$ cat src/rtl/pipe_ctrl_pkg.sv
// Shared encodings for the MIPS pipeline control path: opcodes, ALU ops,
// PC-select and forwarding codes, and the per-stage control bundles.
package pipe_ctrl_pkg;

    localparam logic [5:0] OP_RTYPE = 6'h00;
    localparam logic [5:0] OP_LW    = 6'h23;
    localparam logic [5:0] OP_SW    = 6'h2b;
    localparam logic [5:0] OP_ADDI  = 6'h08;
    localparam logic [5:0] OP_ANDI  = 6'h0c;
    localparam logic [5:0] OP_ORI   = 6'h0d;
    localparam logic [5:0] OP_SLTI  = 6'h0a;
    localparam logic [5:0] OP_LUI   = 6'h0f;
    localparam logic [5:0] OP_BEQ   = 6'h04;
    localparam logic [5:0] OP_BNE   = 6'h05;
    localparam logic [5:0] OP_J     = 6'h02;
    localparam logic [5:0] OP_JAL   = 6'h03;

    localparam logic [2:0] ALU_ADD   = 3'b000;
    localparam logic [2:0] ALU_SUB   = 3'b001;
    localparam logic [2:0] ALU_FUNCT = 3'b010;
    localparam logic [2:0] ALU_AND   = 3'b011;
    localparam logic [2:0] ALU_OR    = 3'b100;
    localparam logic [2:0] ALU_SLT   = 3'b101;
    localparam logic [2:0] ALU_LUI   = 3'b110;

    localparam logic [1:0] PC_SEQ    = 2'b00;
    localparam logic [1:0] PC_BRANCH = 2'b01;
    localparam logic [1:0] PC_JUMP   = 2'b10;

    localparam logic [1:0] FWD_RF  = 2'b00;
    localparam logic [1:0] FWD_WB  = 2'b01;
    localparam logic [1:0] FWD_MEM = 2'b10;

    typedef struct packed {
        logic       reg_write;
        logic       mem_read;
        logic       mem_write;
        logic       mem_to_reg;
        logic       link;
        logic       alu_src;
        logic [2:0] alu_op;
    } ctrl_bundle_t;

    typedef struct packed {
        logic reg_write;
        logic mem_read;
        logic mem_write;
        logic mem_to_reg;
        logic link;
    } mem_ctrl_t;

    typedef struct packed {
        logic reg_write;
        logic mem_to_reg;
        logic link;
    } wb_ctrl_t;

    // The younger producer (EX/MEM) takes precedence over MEM/WB.
    function automatic logic [1:0] fwd_pick(input logic mem_hit, input logic wb_hit);
        logic [1:0] sel;
        if (mem_hit)     sel = FWD_MEM;
        else if (wb_hit) sel = FWD_WB;
        else             sel = FWD_RF;
        return sel;
    endfunction

endpackage

$ cat src/rtl/pipe_ctrl_unit_decode.sv
// Combinational ID-stage decoder: opcode to control bundle, destination
// register, source-usage flags and branch/jump class.
module ctrl_decode
    import pipe_ctrl_pkg::*;
#(
    parameter int REG_AW   = 5,
    parameter int LINK_REG = 31,
    parameter bit EXT_ISA  = 1'b1
) (
    input  logic              valid,
    input  logic [5:0]        opcode,
    input  logic [REG_AW-1:0] rs,
    input  logic [REG_AW-1:0] rt,
    input  logic [REG_AW-1:0] rd,
    output ctrl_bundle_t      ctrl,
    output logic [REG_AW-1:0] wr_reg,
    output logic              uses_rs,
    output logic              uses_rt,
    output logic              is_beq,
    output logic              is_bne,
    output logic              is_jump,
    output logic              illegal
);

    logic known;

    always_comb begin
        ctrl    = '0;
        wr_reg  = rt;
        uses_rs = 1'b0;
        uses_rt = 1'b0;
        is_beq  = 1'b0;
        is_bne  = 1'b0;
        is_jump = 1'b0;
        known   = 1'b1;

        unique case (opcode)
            OP_RTYPE: begin
                ctrl.reg_write = 1'b1; ctrl.mem_to_reg = 1'b1; ctrl.alu_op = ALU_FUNCT;
                wr_reg = rd; uses_rs = 1'b1; uses_rt = 1'b1;
            end
            OP_LW: begin
                ctrl.reg_write = 1'b1; ctrl.mem_read = 1'b1; ctrl.alu_src = 1'b1;
                uses_rs = 1'b1;
            end
            OP_SW: begin
                ctrl.mem_write = 1'b1; ctrl.alu_src = 1'b1;
                uses_rs = 1'b1; uses_rt = 1'b1;
            end
            OP_ADDI: begin
                ctrl.reg_write = 1'b1; ctrl.mem_to_reg = 1'b1; ctrl.alu_src = 1'b1;
                uses_rs = 1'b1;
            end
            OP_ANDI: begin
                ctrl.reg_write = 1'b1; ctrl.mem_to_reg = 1'b1; ctrl.alu_src = 1'b1;
                ctrl.alu_op = ALU_AND; uses_rs = 1'b1;
            end
            OP_ORI: begin
                ctrl.reg_write = 1'b1; ctrl.mem_to_reg = 1'b1; ctrl.alu_src = 1'b1;
                ctrl.alu_op = ALU_OR; uses_rs = 1'b1; known = EXT_ISA;
            end
            OP_SLTI: begin
                ctrl.reg_write = 1'b1; ctrl.mem_to_reg = 1'b1; ctrl.alu_src = 1'b1;
                ctrl.alu_op = ALU_SLT; uses_rs = 1'b1; known = EXT_ISA;
            end
            OP_LUI: begin
                ctrl.reg_write = 1'b1; ctrl.mem_to_reg = 1'b1; ctrl.alu_src = 1'b1;
                ctrl.alu_op = ALU_LUI; known = EXT_ISA;
            end
            OP_BEQ: begin
                ctrl.alu_op = ALU_SUB; uses_rs = 1'b1; uses_rt = 1'b1; is_beq = 1'b1;
            end
            OP_BNE: begin
                ctrl.alu_op = ALU_SUB; uses_rs = 1'b1; uses_rt = 1'b1; is_bne = 1'b1;
            end
            OP_J: begin
                is_jump = 1'b1;
            end
            OP_JAL: begin
                ctrl.reg_write = 1'b1; ctrl.mem_to_reg = 1'b1; ctrl.link = 1'b1;
                wr_reg = REG_AW'(LINK_REG); is_jump = 1'b1; known = EXT_ISA;
            end
            default: known = 1'b0;
        endcase

        // $0 is hard-wired; never let it look like a producer to the hazard logic.
        if (wr_reg == '0) ctrl.reg_write = 1'b0;

        illegal = valid && !known;
        if (!valid || !known) begin
            ctrl    = '0;
            wr_reg  = '0;
            uses_rs = 1'b0;
            uses_rt = 1'b0;
            is_beq  = 1'b0;
            is_bne  = 1'b0;
            is_jump = 1'b0;
        end
    end

endmodule

$ cat src/rtl/pipe_ctrl_unit.sv
// 5-stage MIPS control path: ID decode, ID/EX, EX/MEM, MEM/WB control
// registers, stall/flush/redirect generation and EX forwarding selects.
module pipe_ctrl_unit
    import pipe_ctrl_pkg::*;
#(
    parameter int REG_AW   = 5,
    parameter int LINK_REG = 31,
    parameter bit EXT_ISA  = 1'b1
) (
    input  logic              clk,
    input  logic              rst_n,
    input  logic              ext_stall,
    input  logic              id_valid,
    input  logic [5:0]        id_opcode,
    input  logic [REG_AW-1:0] id_rs,
    input  logic [REG_AW-1:0] id_rt,
    input  logic [REG_AW-1:0] id_rd,
    input  logic              id_regs_eq,
    output logic              stall_if_id,
    output logic              flush_if_id,
    output logic [1:0]        pc_sel,
    output logic              id_illegal,
    output logic [2:0]        ex_alu_op,
    output logic              ex_alu_src,
    output logic [1:0]        ex_fwd_a,
    output logic [1:0]        ex_fwd_b,
    output logic              mem_read,
    output logic              mem_write,
    output logic              wb_reg_write,
    output logic              wb_mem_to_reg,
    output logic              wb_link,
    output logic [REG_AW-1:0] wb_wr_reg
);

    ctrl_bundle_t      id_ctrl;
    logic [REG_AW-1:0] id_wr_reg;
    logic              id_uses_rs, id_uses_rt, id_is_beq, id_is_bne, id_is_jump;
    logic              id_live;

    ctrl_bundle_t      ex_ctrl_q, ex_ctrl_d;
    logic [REG_AW-1:0] ex_wr_reg_q, ex_wr_reg_d;
    logic [REG_AW-1:0] ex_rs_q, ex_rs_d;
    logic [REG_AW-1:0] ex_rt_q, ex_rt_d;
    mem_ctrl_t         mem_ctrl_q, mem_ctrl_d;
    logic [REG_AW-1:0] mem_wr_reg_q, mem_wr_reg_d;
    wb_ctrl_t          wb_ctrl_q, wb_ctrl_d;
    logic [REG_AW-1:0] wb_wr_reg_q, wb_wr_reg_d;

    logic load_use, branch_haz, hazard;
    logic ex_hits_src, mem_load_hits_src;
    logic mem_live, wb_live;

    ctrl_decode #(
        .REG_AW  (REG_AW),
        .LINK_REG(LINK_REG),
        .EXT_ISA (EXT_ISA)
    ) u_decode (
        .valid  (id_valid),
        .opcode (id_opcode),
        .rs     (id_rs),
        .rt     (id_rt),
        .rd     (id_rd),
        .ctrl   (id_ctrl),
        .wr_reg (id_wr_reg),
        .uses_rs(id_uses_rs),
        .uses_rt(id_uses_rt),
        .is_beq (id_is_beq),
        .is_bne (id_is_bne),
        .is_jump(id_is_jump),
        .illegal(id_illegal)
    );

    assign id_live = id_valid && !id_illegal;

    // Hazard detection and PC redirect; freeze outranks hazard outranks redirect.
    always_comb begin
        load_use = ex_ctrl_q.mem_read && (ex_wr_reg_q != '0) &&
                   ((id_uses_rs && (ex_wr_reg_q == id_rs)) ||
                    (id_uses_rt && (ex_wr_reg_q == id_rt)));
        ex_hits_src       = ex_ctrl_q.reg_write &&
                            ((ex_wr_reg_q == id_rs) || (ex_wr_reg_q == id_rt));
        mem_load_hits_src = mem_ctrl_q.mem_read &&
                            ((mem_wr_reg_q == id_rs) || (mem_wr_reg_q == id_rt));
        branch_haz = (id_is_beq || id_is_bne) && (ex_hits_src || mem_load_hits_src);
        hazard     = id_valid && (load_use || branch_haz);

        stall_if_id = ext_stall || hazard;
        pc_sel      = PC_SEQ;
        flush_if_id = 1'b0;
        if (!ext_stall && !hazard) begin
            if ((id_is_beq && id_regs_eq) || (id_is_bne && !id_regs_eq)) pc_sel = PC_BRANCH;
            else if (id_is_jump)                                         pc_sel = PC_JUMP;
            flush_if_id = (pc_sel != PC_SEQ);
        end
    end

    always_comb begin
        ex_ctrl_d    = ex_ctrl_q;
        ex_wr_reg_d  = ex_wr_reg_q;
        ex_rs_d      = ex_rs_q;
        ex_rt_d      = ex_rt_q;
        mem_ctrl_d   = mem_ctrl_q;
        mem_wr_reg_d = mem_wr_reg_q;
        wb_ctrl_d    = wb_ctrl_q;
        wb_wr_reg_d  = wb_wr_reg_q;
        if (!ext_stall) begin
            mem_ctrl_d   = '{reg_write:  ex_ctrl_q.reg_write,  mem_read: ex_ctrl_q.mem_read,
                             mem_write:  ex_ctrl_q.mem_write,
                             mem_to_reg: ex_ctrl_q.mem_to_reg, link:     ex_ctrl_q.link};
            mem_wr_reg_d = ex_wr_reg_q;
            wb_ctrl_d    = '{reg_write:  mem_ctrl_q.reg_write,
                             mem_to_reg: mem_ctrl_q.mem_to_reg, link: mem_ctrl_q.link};
            wb_wr_reg_d  = mem_wr_reg_q;
            if (hazard) begin
                ex_ctrl_d   = '0;
                ex_wr_reg_d = '0;
                ex_rs_d     = '0;
                ex_rt_d     = '0;
            end else begin
                ex_ctrl_d   = id_ctrl;
                ex_wr_reg_d = id_wr_reg;
                ex_rs_d     = id_live ? id_rs : '0;
                ex_rt_d     = id_live ? id_rt : '0;
            end
        end
    end

    always_ff @(posedge clk or negedge rst_n) begin
        if (!rst_n) begin
            ex_ctrl_q    <= '0;
            ex_wr_reg_q  <= '0;
            ex_rs_q      <= '0;
            ex_rt_q      <= '0;
            mem_ctrl_q   <= '0;
            mem_wr_reg_q <= '0;
            wb_ctrl_q    <= '0;
            wb_wr_reg_q  <= '0;
        end else begin
            ex_ctrl_q    <= ex_ctrl_d;
            ex_wr_reg_q  <= ex_wr_reg_d;
            ex_rs_q      <= ex_rs_d;
            ex_rt_q      <= ex_rt_d;
            mem_ctrl_q   <= mem_ctrl_d;
            mem_wr_reg_q <= mem_wr_reg_d;
            wb_ctrl_q    <= wb_ctrl_d;
            wb_wr_reg_q  <= wb_wr_reg_d;
        end
    end

    assign mem_live = mem_ctrl_q.reg_write && (mem_wr_reg_q != '0);
    assign wb_live  = wb_ctrl_q.reg_write && (wb_wr_reg_q != '0);
    assign ex_fwd_a = fwd_pick(mem_live && (mem_wr_reg_q == ex_rs_q),
                               wb_live && (wb_wr_reg_q == ex_rs_q));
    assign ex_fwd_b = fwd_pick(mem_live && (mem_wr_reg_q == ex_rt_q),
                               wb_live && (wb_wr_reg_q == ex_rt_q));

    assign ex_alu_op     = ex_ctrl_q.alu_op;
    assign ex_alu_src    = ex_ctrl_q.alu_src;
    assign mem_read      = mem_ctrl_q.mem_read;
    assign mem_write     = mem_ctrl_q.mem_write;
    assign wb_reg_write  = wb_ctrl_q.reg_write;
    assign wb_mem_to_reg = wb_ctrl_q.mem_to_reg;
    assign wb_link       = wb_ctrl_q.link;
    assign wb_wr_reg     = wb_wr_reg_q;

endmodule

$ cat config.mk
export PLATFORM = sky130hd
export DESIGN_NAME = pipe_ctrl_unit
export DESIGN_NICKNAME = d
export VERILOG_FILES = /design/src/rtl/pipe_ctrl_pkg.sv /design/src/rtl/pipe_ctrl_unit_decode.sv /design/src/rtl/pipe_ctrl_unit.sv
export SDC_FILE = /design/constraint.sdc
export NUM_CORES = 1
export LEC_CHECK = 0
export BUFFER_PORTS_ARGS = -buffer_cell sky130_fd_sc_hd__buf_2
export CORE_MARGIN = 5
export CORE_UTILIZATION = 50
export DETAILED_ROUTE_END_ITERATION = 10
export PLACE_DENSITY_LB_ADDON = 0.1
export SLEW_MARGIN = 40
export SYNTH_ARGS = -nofsm -noshare
export SYNTH_HDL_FRONTEND = slang
export SYNTH_SLANG_ARGS = --single-unit
$ cat constraint.sdc
create_clock -name clk -period 2.5 [get_ports clk]
set_input_delay 0.125 -clock clk [delete_from_list [all_inputs] [get_ports clk]]
set_output_delay 0.125 -clock clk [all_outputs]
set_load 0.03 [all_outputs]
==> results.md <==
* Outcome: completed
* Worst-margin pin slew at 0.609 ns
* Worst hold path type: primary input to flop
* Seq/Total Area, Yosys at 39.4%
* Crit path kind: flop to output port
* Largest net degree at the start of global routing at 47
* Post-synthesis cell type count at 52
* Syn Inst Count at 260
* Full die area at 6900 um^2
* Yosys top cell by area: dfrtp_1
* Initial Util at 51.9%
* Count of flip-flops with a built-in enable after synthesis at 0
* Clock tree buffer depth at 2
* Row count at 26
* Crit-path max FO at 4
* Syn nets at 286
* Required @ worst endpoint at 2.38 ns
* Worst Skew at 0.00189 ns
* DP Wirelength at 4.57 mm
* Leakage dissipation at 1.54 nW
* Die extent in x at 83.1 um
* Fmax achieved at 0.409 GHz
* DR DRC count at 0
* RSZ-0062 raised after global routing: yes
* Max Slew Vio Count at 0
* Final setup TNS at 0 ns
* Final GP Congestion at 0.840
* IO buf count at 48
* GR Overflow Total at 0
* Num CTS Buffers at 5
* Design Area, Final at 3100 um^2
* WHS at 0.110 ns
* Initial antenna violation count at 0
* Peak VDD IR at 294 uV
* Fill count at 458
* CP Capture Type: output port
* Final nets at 329
* Cell Area, Placed at 2890 um^2
* Worst-skew pair later-pin latency at 0.29 ns
* Final setup viols at 0
* Root Buffer: clkbuf_8
* Layout area overhead at 16.3%
* Synth area leaders: dfrtp_1 (39%), mux2_2 (7.6%), xor2_1 (6.9%), xnor2_1 (6.6%), a22o_1 (5.9%)
* IO Count at 49
* Final hold violations at 0
* Clock Sinks at 42
* Mean Syn Cell Area at 10.3 um^2
* Startpoint types: flop
* Core area at 5140 um^2
* Critical Path Max Stage Delay at 0.56 ns
* Share of cells above drive strength 1 at 33.6%
* Main synth FF type: dfrtp_1
* Post-route setup slack at 0.0557 ns
* Drt pass-1 iters at 4
* Die Ht at 83.1 um
* Antenna diodes at 0
* PwrDens at 489 nW/um^2
* Post-Route WL at 6.39 mm
* Vias in the first global route at 2069
* Vias at 2134
* Async SR Flop Fraction at 100%
* Max Cap Violations at 0
* Mapped cell area at 2670 um^2
* First-pass GRT wire length at 10.6 mm
* CTS tree: yes
* GRT Util Overall at 18.7%
* Period utilization at 97.8%
* CP Cell Sequence: or4_4, o21ai_4, and2b_2, a2111oi_4, a211oi_4, nor3b_2, buf_4
* Clock transition at path regs at 0.07 ns
* Min cycle time layout at 2.44 ns
* Max-slew headroom at 59.1%
* Yosys reg bits at 42
* Initial DRC Count at 139
* Yosys top cell area share at 39.4%
* Dpl ws at 0.306 ns
* Routed WL per cell at 17.1 um
* H-tree lvl count at 2
* Via density at 5.71
* Power, Total at 1.52 mW
* WP data arrival at 2.32 ns
* Final ANT Viol Nets at 0
* Crit path max-delay cell type: or4_4
* Yosys warning total at 0
==> logic make-up after synthesis <==
kind of cell,Yosys count,synth area share (%)
AND/OR/NAND/NOR,73,15.2
AO/OA/AOI/OAI,54,16.4
flip-flops,42,39.4
XOR/XNOR,41,13.5
buffers and inverters,28,6.42
multiplexers,22,9.10
==> path summary, 6_finish.rpt <==
check	start	to	slack [ns]	cells after the start
worst min-delay path	id_rs[0]	ex_rs_q[0]$_DFFE_PN0N_	0.11	2
worst min register to register	ex_alu_op[1]$_DFFE_PN0N_	ex_alu_op[1]$_DFFE_PN0N_	0.50	1
max in group asynchronous	rst_n	ex_wr_reg_q[2]$_DFFE_PN0N_	1.74	2
min in group asynchronous	rst_n	wb_link$_DFFE_PN0N_	0.36	2
worst max-delay path	ex_wr_reg_q[1]$_DFFE_PN0N_	pc_sel[0]	0.06	7
worst max register to register	ex_wr_reg_q[1]$_DFFE_PN0N_	ex_ctrl_q[6]$_DFFE_PN0N_	0.29	8
==> what timing repair did <==
item / in CTS / in global routing
hold buffers: 1 / 0
setup buffers: 0 / 6
hold endpoints to repair: 42 / 0
setup endpoints to repair: 1 / 3
pin swaps: 0 / 2
resized for setup: 1 / 14
==> worst max-delay path, delay by kind of cell, from the launching register on <==
kind / cells / cell delay [ns]
simple gates: 3 / 0.97
compound gates: 3 / 0.45
flops: 1 / 0.43
buf+inv: 1 / 0.18
==> power by group <==
part	internal [mW]	total, mW	switching, mW
registers	0.701	0.734	0.0331
clock network	0.299	0.519	0.220
logic	0.111	0.266	0.155
==> Yosys cell counts (2+ instances only) <==
| library cell | instances |
|---|---|
| xnor2_1 | 20 |
| nor3_1 | 7 |
| nor4_1 | 5 |
| a31oi_1 | 4 |
| xor2_1 | 21 |
| buf_6 | 4 |
| nand4_1 | 3 |
| nand2_1 | 13 |
| or4_1 | 6 |
| inv_1 | 5 |
| mux2i_1 | 4 |
| o21ai_0 | 5 |
| nor2b_1 | 2 |
| nand2b_1 | 2 |
| nor2_1 | 14 |
| mux2_2 | 18 |
| buf_2 | 6 |
| nand3_1 | 9 |
| a32o_1 | 5 |
| o22ai_1 | 4 |
| o31ai_1 | 2 |
| clkbuf_1 | 5 |
| a21oi_1 | 3 |
| dfrtp_1 | 42 |
| or2_2 | 2 |
| a22o_1 | 18 |
| buf_4 | 6 |
==> final cells by class <==
type	count	area (um^2)	share of cell area [%]
Clock buffer	7	76.3	2.46
Timing Repair Buffer	59	337	10.8
Inverter	5	18.8	0.605
Multi-Input combinational cell	190	1500	48.3
Sequential cell	42	1050	34.0
Tap cell	70	87.6	2.82
Clock inverter	1	30.0	0.967
==> layer usage <==
layer | up-vias | wire (um) | track usage [%] | share of wire, %
met5 | - | 0 | 0 | 0
met4 | 0 | 123 | 5.65 | 1.9
met3 | 9 | 308 | 4.55 | 4.8
met2 | 59 | 3010 | 28.6 | 47
met1 | 1029 | 2950 | 26.2 | 46
li1 | 1037 | - | - | -
==> placed cells by master, fill, tap and decap left out, types with 2 or more instances in the layout <==
cell      instances
a21oi_1           3
a22o_1           18
a31oi_1           4
a32o_1            5
buf_2            45
buf_4            12
clkbuf_1          2
clkbuf_8          5
dfrtp_1          39
dfrtp_2           3
inv_1             5
mux2_2           18
mux2i_1           4
nand2_1          13
nand2b_1          2
nand3_1           7
nand3_2           2
nand4_1           3
nor2_1           14
nor2b_1           2
nor3_1            7
nor4_1            3
nor4_2            2
o21ai_0           5
o22ai_1           4
o31ai_1           2
or2_2             2
or4_1             5
or4_4             2
xnor2_1          20
xor2_1           21
==> stage by stage <==
stage	cells	util, %
2_1_floorplan	260	-
3_3_place_gp	359	56.2
3_5_place_dp	359	56.2
4_1_cts	368	58.5
5_1_grt	374	60.4
6_report	374	60.4
Power figures use the tool's default switching activity.
